--- config.mk ---
export PLATFORM = sky130hd
export DESIGN_NAME = ctrl_pipeline
export DESIGN_NICKNAME = d
export VERILOG_FILES = /design/src/rtl/ctrl_pipeline.sv
export SDC_FILE = /design/constraint.sdc
export NUM_CORES = 1
export LEC_CHECK = 0
export CAP_MARGIN = 30
export CORE_ASPECT_RATIO = 0.7
export CORE_UTILIZATION = 40
export DETAILED_ROUTE_END_ITERATION = 10
export MAX_ROUTING_LAYER = met4
export PLACE_DENSITY_LB_ADDON = 0.15
export SYNTH_ARGS = -nofsm -noshare
export SYNTH_HDL_FRONTEND = slang
export SYNTH_SLANG_ARGS = --single-unit
--- constraint.sdc ---
create_clock -name clk -period 6.25 [get_ports clk]
set_clock_uncertainty 0.1 [all_clocks]
set_input_delay 0.625 -clock clk [delete_from_list [all_inputs] [get_ports clk]]
set_output_delay 0.625 -clock clk [all_outputs]
set_load 0.03 [all_outputs]
--- src/rtl/ctrl_pipeline.sv ---
// ctrl_pipeline: decoded control bundle pipeline (E..W) with per-stage stall/flush, valid tracking, multi-cycle stage-0 hold and retire counter; ports: ctrl_d/valid_d/mc_d in, stall/flush per stage, ctrl_o/valid_o per stage, hold_d_o, mc_busy_o, retire_cnt_o
module ctrl_pipeline #(
    parameter int CTRL_W    = 16,
    parameter int N_STAGES  = 3,
    parameter int MC_CYCLES = 4,
    parameter int CNT_W     = 32
) (
    input  logic                         clk,
    input  logic                         rst,
    input  logic [CTRL_W-1:0]            ctrl_d,
    input  logic                         valid_d,
    input  logic                         mc_d,
    input  logic [N_STAGES-1:0]          stall,
    input  logic [N_STAGES-1:0]          flush,
    output logic [N_STAGES*CTRL_W-1:0]   ctrl_o,
    output logic [N_STAGES-1:0]          valid_o,
    output logic                         hold_d_o,
    output logic                         mc_busy_o,
    output logic [CNT_W-1:0]             retire_cnt_o
);
    localparam int MCW = $clog2(MC_CYCLES) + 1;

    logic [N_STAGES-1:0][CTRL_W-1:0] st_ctrl_q, st_ctrl_d;
    logic [N_STAGES-1:0]             st_valid_q, st_valid_d, h;
    logic [MCW-1:0]                  mc_cnt_q, mc_cnt_d;
    logic [CNT_W-1:0]                retire_q, retire_d;
    logic                            mc_busy;

    assign mc_busy = mc_cnt_q != '0;

    always_comb begin
        logic [N_STAGES-1:0] c;
        c = '0;
        c[N_STAGES-1] = stall[N_STAGES-1];
        for (int k = N_STAGES - 2; k >= 0; k--) c[k] = stall[k] | c[k+1];
        c[0] = c[0] | mc_busy;
        h = c;
    end

    always_comb begin
        st_ctrl_d     = st_ctrl_q;
        st_valid_d    = st_valid_q;
        st_ctrl_d[0]  = flush[0] ? '0   : h[0] ? st_ctrl_q[0]  : ctrl_d;
        st_valid_d[0] = flush[0] ? 1'b0 : h[0] ? st_valid_q[0] : valid_d;
        for (int k = 1; k < N_STAGES; k++) begin
            st_ctrl_d[k]  = (flush[k] || (!h[k] && h[k-1])) ? '0   : h[k] ? st_ctrl_q[k]  : st_ctrl_q[k-1];
            st_valid_d[k] = (flush[k] || (!h[k] && h[k-1])) ? 1'b0 : h[k] ? st_valid_q[k] : st_valid_q[k-1];
        end
        mc_cnt_d = flush[0] ? '0 :
                   mc_busy  ? mc_cnt_q - MCW'(1) :
                   (!h[0] && valid_d && mc_d) ? MCW'(MC_CYCLES - 1) : '0;
        retire_d = retire_q + CNT_W'(st_valid_q[N_STAGES-1] & ~h[N_STAGES-1] & ~flush[N_STAGES-1]);
    end

    always_ff @(posedge clk) begin
        if (rst) begin
            st_ctrl_q  <= '0;
            st_valid_q <= '0;
            mc_cnt_q   <= '0;
            retire_q   <= '0;
        end else begin
            st_ctrl_q  <= st_ctrl_d;
            st_valid_q <= st_valid_d;
            mc_cnt_q   <= mc_cnt_d;
            retire_q   <= retire_d;
        end
    end

    assign ctrl_o       = st_ctrl_q;
    assign valid_o      = st_valid_q;
    assign hold_d_o     = h[0];
    assign mc_busy_o    = mc_busy;
    assign retire_cnt_o = retire_q;
endmodule

* After elaboration in Yosys (flattened, before gate mapping)
Cells that the tools add are included.
Storage, ports and cells: input port bits 26, register bits 86, word-level logic and storage cells 32, output and inout bits 85
Cells by class: muxes and demuxes 2, $add $sub $neg 2, bitwise logic cells 7, reductions and logical operators 13
Operators with widths (count):
- 1-bit NOT with 32-bit output | 2
- 32-bit adder | 1
- 1-bit by 32-bit bitwise AND with 32-bit output | 1
- 32-bit bitwise AND | 1
- 2-bit OR reduction | 3
- 1-bit logical AND | 4
- 1-bit logical NOT | 3
- 3-bit two-way mux | 1
- 1-bit bitwise OR | 3
- 3-bit nonzero test | 1
- 3-bit by 1-bit subtractor with 3-bit output, second input constant | 1
- 1-bit logical OR | 2
- 2-bit two-way mux | 1

* Longest topological paths before layout
Gate-level depths: netlist of run 1.
depth after elaboration 8, gate-level depth with buffers 10, mapped depth without buffers 8

* Worst setup path after synthesis of run 1
Ideal clock, no wire load.
path kind input -> register, from input stall[2], to register retire_q[20], in the netlist retire_cnt_o[20], library setup time 0.070 ns, arrival 3.277 ns, setup slack 2.803 ns, cell stages on the path 10, cells stage by stage buf_1 > clkbuf_1 > nor3b_1 > ha_1 > ha_1 > nand4_4 > or4_4 > buf_6 > or3_1 > a21oi_1
Between the ends: cells in the longest elaborated chain, start to end 4
Ends and longest elaborated chain:
- start: declaration | RTL line 13 | input logic [N_STAGES-1:0] stall,
- 1-bit NOT with 32-bit output | RTL line 52 | retire_d = retire_q + CNT_W'(st_valid_q[N_STAGES-1] & ~h[N_STAGES-1] & ~flush[N_STAGES-1]);
- 1-bit by 32-bit bitwise AND with 32-bit output | RTL line 52
- 32-bit bitwise AND | RTL line 52
- 32-bit adder | RTL line 52
- end signal: assignment | RTL line 65 | retire_q <= retire_d;
- end: declaration | RTL line 26 | logic [CNT_W-1:0] retire_q, retire_d;
No other way between the ends. A chain may end at the register's enable or synchronous reset.

* Worst setup path after layout of run 1
from input stall[2], to output hold_d_o
Between the ends: cells in the longest elaborated chain, start to end 3
Ends and longest elaborated chain:
- 1-bit bitwise OR (2 in series) | RTL line 35 | for (int k = N_STAGES - 2; k >= 0; k--) c[k] = stall[k] | c[k+1];
- 1-bit bitwise OR | RTL line 36 | c[0] = c[0] | mc_busy;
- end: declaration | RTL line 17 | output logic hold_d_o,
No other way between the ends.

==> out/results.txt, run 1 <==
# IOs - 111
Post-CTS sizing - 0
Share of layout cells above drive strength 1 - 0.06615
Share of the synthesized area in the top cell type - 0.4951
Final Critical Period - 3938 ps
Final wirelength - 9148 um
Final setup fails - 0
Metal2 WL - 3659 um
Crit Path Class - in -> out
Leak - 1.661 nW
Fin crit share - 0.6301
Grt ovf - 0
Gate count of the mapped netlist - 400
VDD IR max - 0.1513 mV
WL met1 - 4918 um
N_diodes - 0
Worst-path clk slew - 60 ps
Vias per cell - 4.957
Die width - 113.4 um
WP data required - 5520 ps
Sequential power share - 0.492
Seq/Total Area, Yosys - 0.4951
DRC viols - 0
Synth area leader - dfxtp_1
Starting DRC count in detailed routing - 253
Syn Nets - 431
Clk network pwr share - 0.455
CTS tree - built
Clk_lat worst skew - 330 ps
Worst Hold Class - reg -> reg
Max layer used - met4
Hold path startpoint - ctrl_o[9]
Fin. max-slew vios - 0
Power per cell area - 225.6 mW/mm^2
Post-route ant nets - 0
Sw Share - 0.2110
Top-count cell post-synth - dfxtp_1
Post-synth EDFFs - 0
Hold Violations, Final - 0
Initial Utilization - 0.4118
Per-cell routed wire length - 14.43 um
Worst r2r src - valid_o[2]
Detailed-routing iteration count for the pre-antenna-repair pass - 6
CP endpoint kind - output pin
Clock Sinks - 86
Power consumption - 1.123 mW
Switch Pwr - 0.2369 mW
Post-CTS setup buffers - 0
Crit path max fanout - 21
WL met3 - 491 um
Kind of start point of the critical path - input port
Area contributors post-synth - dfxtp_1 (50%), nand2_1 (8.4%), a21oi_1 (7.3%), mux2i_1 (4.9%), nor2_1 (3.9%)
CP max stage cell - clkdlybuf4s50_1
Comb power frac - 0.053
Worst Setup SP - stall[2]
Top_reg_cell synth - dfxtp_1
Total track usage - 0.2117
Final setup TNS - 0 ps
Core area - 0.008443 mm^2
Die Span Y - 80.01 um
Clk Tree Root Cell - clkbuf_16
Hpwl dp - 6796 um
Worst Tran Pin Value - 591.6 ps
Max Freq - 0.2539 GHz
Vias in the first global route - 2,738
Largest net degree at the start of global routing - 38
Unrepaired setup endpoints after global routing - false
Clock tree buffer depth - 2
Flops & latches, synth - 86
Top cell by count, worst path - clkdlybuf4s50_1
Internal - 0.8859 mW
Die ar. - 0.009075 mm^2
Synth top cells by count - dfxtp_1 (86), nand2_1 (78), a21oi_1 (51), nor2_1 (36), mux2i_1 (17)
Vias post-DR - 3,143
Area growth syn-to-layout - 43.11%
CTS Hold Buffers Added - 0
Worst Path Arrival - 3210 ps
Std cell rows - 28
Max-cap violation count - 0
Mapped cell area - 0.003477 mm^2
Crit-path cells - clkdlybuf4s50_1 > buf_4 > or2_2 > nor3_2 > clkinv_1 > clkdlybuf4s50_1
Nets - 540
H-tree depth - 3
Crit-path max cell delay - 750 ps
TritonCTS Buffers - 9
Average cell area after synthesis - 8.693 um^2
Antenna violations before repair - 0
GP Congestion - 0.7918
Number of port buffers - 110
First-pass GRT wire length - 14,170 um
Ys Warns - 0
Yosys cell types - 40
Synth async-reset ratio - 0
Max_slew headroom - 0.6030
Outcome - complete, no violations
## power by group through the flow
| stage | clock (mW) | combinational [mW] | sequential (mW) |
|---|---|---|---|
| after floorplan | 0 | 0.0276 | 0.567 |
| after global placement | 0 | 0.0574 | 0.564 |
| after detailed placement | 0 | 0.0595 | 0.564 |
| after CTS | 0.522 | 0.0597 | 0.552 |
| after global routing | 0.552 | 0.0647 | 0.552 |
| final | 0.511 | 0.0596 | 0.552 |
## metrics by stage
step | util | std cells | setup WS [ps] | hold slack [ps] | cell area [um^2]
6_report | 0.5894 | 634 | 2312 | 374.1 | 4976
5_1_grt | 0.5894 | 634 | 2165 | 396.8 | 4976
4_1_cts | 0.5894 | 634 | 2343 | 375.3 | 4976
3_5_place_dp | 0.5557 | 618 | 2347 | 366.6 | 4692
3_3_place_gp | 0.5522 | 615 | 2394 | 357.9 | 4662
2_1_floorplan | - | 400 | 2803 | 408.5 | 3477
## path summary, 6_finish.rpt
path | endpoint | slack, ps | cells past startpoint
hold reg to reg | ctrl_o[25] | 370 | 2
setup reg to reg | retire_cnt_o[18] | 3380 | 7
hold / removal | ctrl_o[25] | 370 | 2
setup / recovery | hold_d_o | 2310 | 6
## registers in the layout, summed over array words and instances, names as in the netlist
register,flops
valid_o,3
mc_cnt_q,3
retire_cnt_o,32
ctrl_o,48
## routing by layer
metal,track usage,vias up
met1,0.3172,1444
met2,0.2742,91
met4,0.06316,0
li1,-,1600
met5,-,-
met3,0.05011,8
## cell type report
| cell class | count | area, um^2 |
|---|---|---|
| fill | 747 | 3467 |
| sequential | 86 | 1722 |
| multi-input combinational | 287 | 1633 |
| timing repair buffer | 116 | 1154 |
| clock buffer | 12 | 236.5 |
| tap | 120 | 150.1 |
| clock inverter | 4 | 47.55 |
| inverter | 9 | 33.78 |
## cell families after synthesis
| logic type | after synthesis | share of synthesized area |
|---|---|---|
| adders and majority gates | 5 | 0.01799 |
| AOI/OAI and AO/OA | 72 | 0.1116 |
| buffers and inverters | 27 | 0.03670 |
| DFF | 86 | 0.4951 |
| and+or+nand+nor | 179 | 0.2530 |
| xor gates and xnor gates | 12 | 0.03023 |
| muxes | 19 | 0.05541 |
## worst max-delay path, delay by kind of cell
family	cells	cell delay (ps)
buffers and inverters	4	1840
AND/OR/NAND/NOR	2	730
## placed cells by master (no fill, tap or decap), types with 3 or more instances in the layout
| cell type | netlist | routed |
|---|---|---|
| nand3_1 | 11 | 11 |
| nand4_1 | 7 | 7 |
| inv_1 | 8 | 8 |
| or3_2 | 3 | 3 |
| nor3_1 | 4 | 3 |
| buf_4 | 0 | 4 |
| o31ai_1 | 9 | 9 |
| xor2_1 | 5 | 5 |
| mux2i_1 | 17 | 17 |
| clkbuf_16 | 0 | 9 |
| a21oi_1 | 51 | 51 |
| xnor2_1 | 7 | 7 |
| clkbuf_1 | 11 | 3 |
| nand2_1 | 78 | 78 |
| or4_1 | 10 | 10 |
| nor2_1 | 36 | 36 |
| dfxtp_1 | 86 | 86 |
| clkdlybuf4s50_1 | 0 | 110 |
| or3_1 | 6 | 6 |
| ha_1 | 5 | 5 |
| o21ai_0 | 8 | 8 |
| nor2b_1 | 5 | 5 |
| nor4_1 | 4 | 4 |
Power figures use the tool's default switching activity.
==> run 2, diff against run 1 <==
clock period = 3.8 ns   (was 6.25 ns; I/O delays follow)
==> out/results.txt, run 2 (synthesis gave the netlist of run 1 again) <==
Outcome - complete, no violations
WL met1 - 4972 um (+1.1%)
Worst Tran Pin Value - 602.6 ps (+11.05 ps)
Starting DRC count in detailed routing - 183 (-28%)
First-pass GRT wire length - 14,580 um (+2.9%)
Max Freq - 0.3304 GHz
Most frequent cells in the layout - clkdlybuf4s50_1 (110), dfxtp_1 (86), nand2_1 (78)
Crit Path Class - in -> reg
Total track usage - 0.2153 (+0.003590)
Clk_lat worst skew - 330 ps (about the same)
CP endpoint kind - register
Antenna violations before repair - 0 (unchanged)
Nets - 541 (+0.19%)
Max-cap violation count - 0 (unchanged)
Final wirelength - 9401 um (+2.8%)
Per-cell routed wire length - 14.80 um (+2.6%)
FF/Latch Area - 0.001722 mm^2 (unchanged)
Largest net degree at the start of global routing - 35 (-7.9%)
Worst-path clk slew - 60 ps (about the same)
Final setup fails - 0 (unchanged)
Worst Setup SP - flush[2]
H-tree depth - 3 (unchanged)
Clock tree buffer depth - 2 (unchanged)
Vias in the first global route - 2,818 (+2.9%)
Post-route ant nets - 0 (unchanged)
Top cell by count, worst path - ha_1
Commonest non-fill, non-tap cell in the layout - clkdlybuf4s50_1
Worst Hold Class - reg -> reg
Multi-input logic area - 0.001633 mm^2 (unchanged)
Max layer used - met4
Unrepaired setup endpoints after global routing - false
Die ar. - 0.009075 mm^2 (unchanged)
GP Congestion - 0.7978 (+0.76%)
Metal2 WL - 3898 um (+6.5%)
Die width - 113.4 um (unchanged)
Hold path startpoint - valid_o[0]
WP data required - 3970 ps (-1550 ps)
# IOs - 111 (unchanged)
Post-CTS sizing - 0 (unchanged)
N_diodes - 0 (unchanged)
Crit path max fanout - 16 (-24%)
Worst r2r src - valid_o[2]
WL met3 - 483 um (-1.6%)
Power per cell area - 377.5 mW/mm^2 (+67%)
Clock Sinks - 86 (unchanged)
Share of layout cells above drive strength 1 - 0.07184 (+0.005697)
Placed inst area - 0.004696 mm^2 (about the same)
Setup slack after layout - 773.2 ps (-1539 ps)
Hpwl dp - 6862 um (+0.96%)
Number of port buffers - 110 (unchanged)
Die Span Y - 80.01 um (unchanged)
Max_slew headroom - 0.5968 (-0.006204)
VDD IR max - 0.2424 mV (+60%)
Worst Path Arrival - 3190 ps (-20 ps)
Area growth syn-to-layout - 43.72%
Design Area, Final - 0.004997 mm^2 (+0.43%)
DRC viols - 0 (unchanged)
Kind of start point of the critical path - input port
Final setup TNS - 0 ps (unchanged)
Fin. max-slew vios - 0 (unchanged)
Hold Violations, Final - 0 (unchanged)
Std cell rows - 28 (unchanged)
Fin crit share - 0.7965
Crit-path cells - clkdlybuf4s50_1 > nor3b_1 > ha_1 > ha_1 > nand4_4 > or4_4 > or4_1 > a21oi_1
Detailed-routing iteration count for the pre-antenna-repair pass - 5 (-1)
Post-CTS setup buffers - 0 (unchanged)
Vias per cell - 5.041 (+1.7%)
Initial Utilization - 0.4118 (unchanged)
Max reg flops - 48 (unchanged)
Leak - 1.670 nW (+0.51%)
CP max stage cell - or4_4
Grt ovf - 0 (unchanged)
CTS Hold Buffers Added - 0 (unchanged)
FILL cells - 779 (+4.3%)
Vias post-DR - 3,201 (+1.8%)
Core area - 0.008443 mm^2 (unchanged)
Final Critical Period - 3027 ps
TritonCTS Buffers - 9 (unchanged)
Clk Tree Root Cell - clkbuf_16
Crit-path max cell delay - 660 ps (-90 ps)
CTS tree - built
Pre-CTS setup slack - 478.0 ps (-1869 ps)
-- run 2: cell types whose count changed in the layout (fill, tap and decap cells not counted) --
cell	before	now
buf_4	4	6
clkinv_4	0	1
clkbuf_8	0	1
clkinv_2	2	1
clkinvlp_4	1	2
buf_6	2	1
clkbuf_1	3	1
-- run 2: cell type report --
type | instances | share of cell area
Clock buffer | 11 | 0.04857
Clock inverter | 5 | 0.01177
Inverter | 9 | 0.006760
Multi-Input combinational cell | 287 | 0.3267
Sequential cell | 86 | 0.3445
Tap cell | 120 | 0.03005
Timing Repair Buffer | 117 | 0.2316
-- run 2: report_power, final --
part           leakage, nW  switching (mW)  total, mW  internal (mW)
Clock                0.142           0.352      0.879          0.527
Combinational        0.835          0.0547     0.0994         0.0447
Sequential           0.693         0.00298      0.908          0.905
-- run 2: path summary, 6_finish.rpt --
path	to	slack [ps]	cells past startpoint
max	retire_cnt_o[24]	770	8
min	valid_o[1]	370	2
max reg2reg	retire_cnt_o[24]	910	7
min reg2reg	valid_o[1]	370	2
-- run 2: through the flow --
step                        util  cells  hold slack [ps]  power, mW
after detailed placement  0.5562    619            363.3      1.027
final                     0.5919    635            372.4      1.887
after global placement    0.5539    617            358.8      1.025
after CTS                 0.5919    635            373.7      1.900
after floorplan                -    400            408.5     0.9785
after global routing      0.5919    635            384.5      1.953
-- run 2: layer usage --
layer	track usage	vias to the layer above
li1	-	1603
met3	0.04708	7
met2	0.2920	84
met4	0.05395	0
met5	-	-
met1	0.3183	1507
-- run 2: critical path: cells and delay by family --
family	cells	cell delay, ps
compound gates	1	160
simple gates	4	1580
buf+inv	1	450
fa+ha+maj	2	620
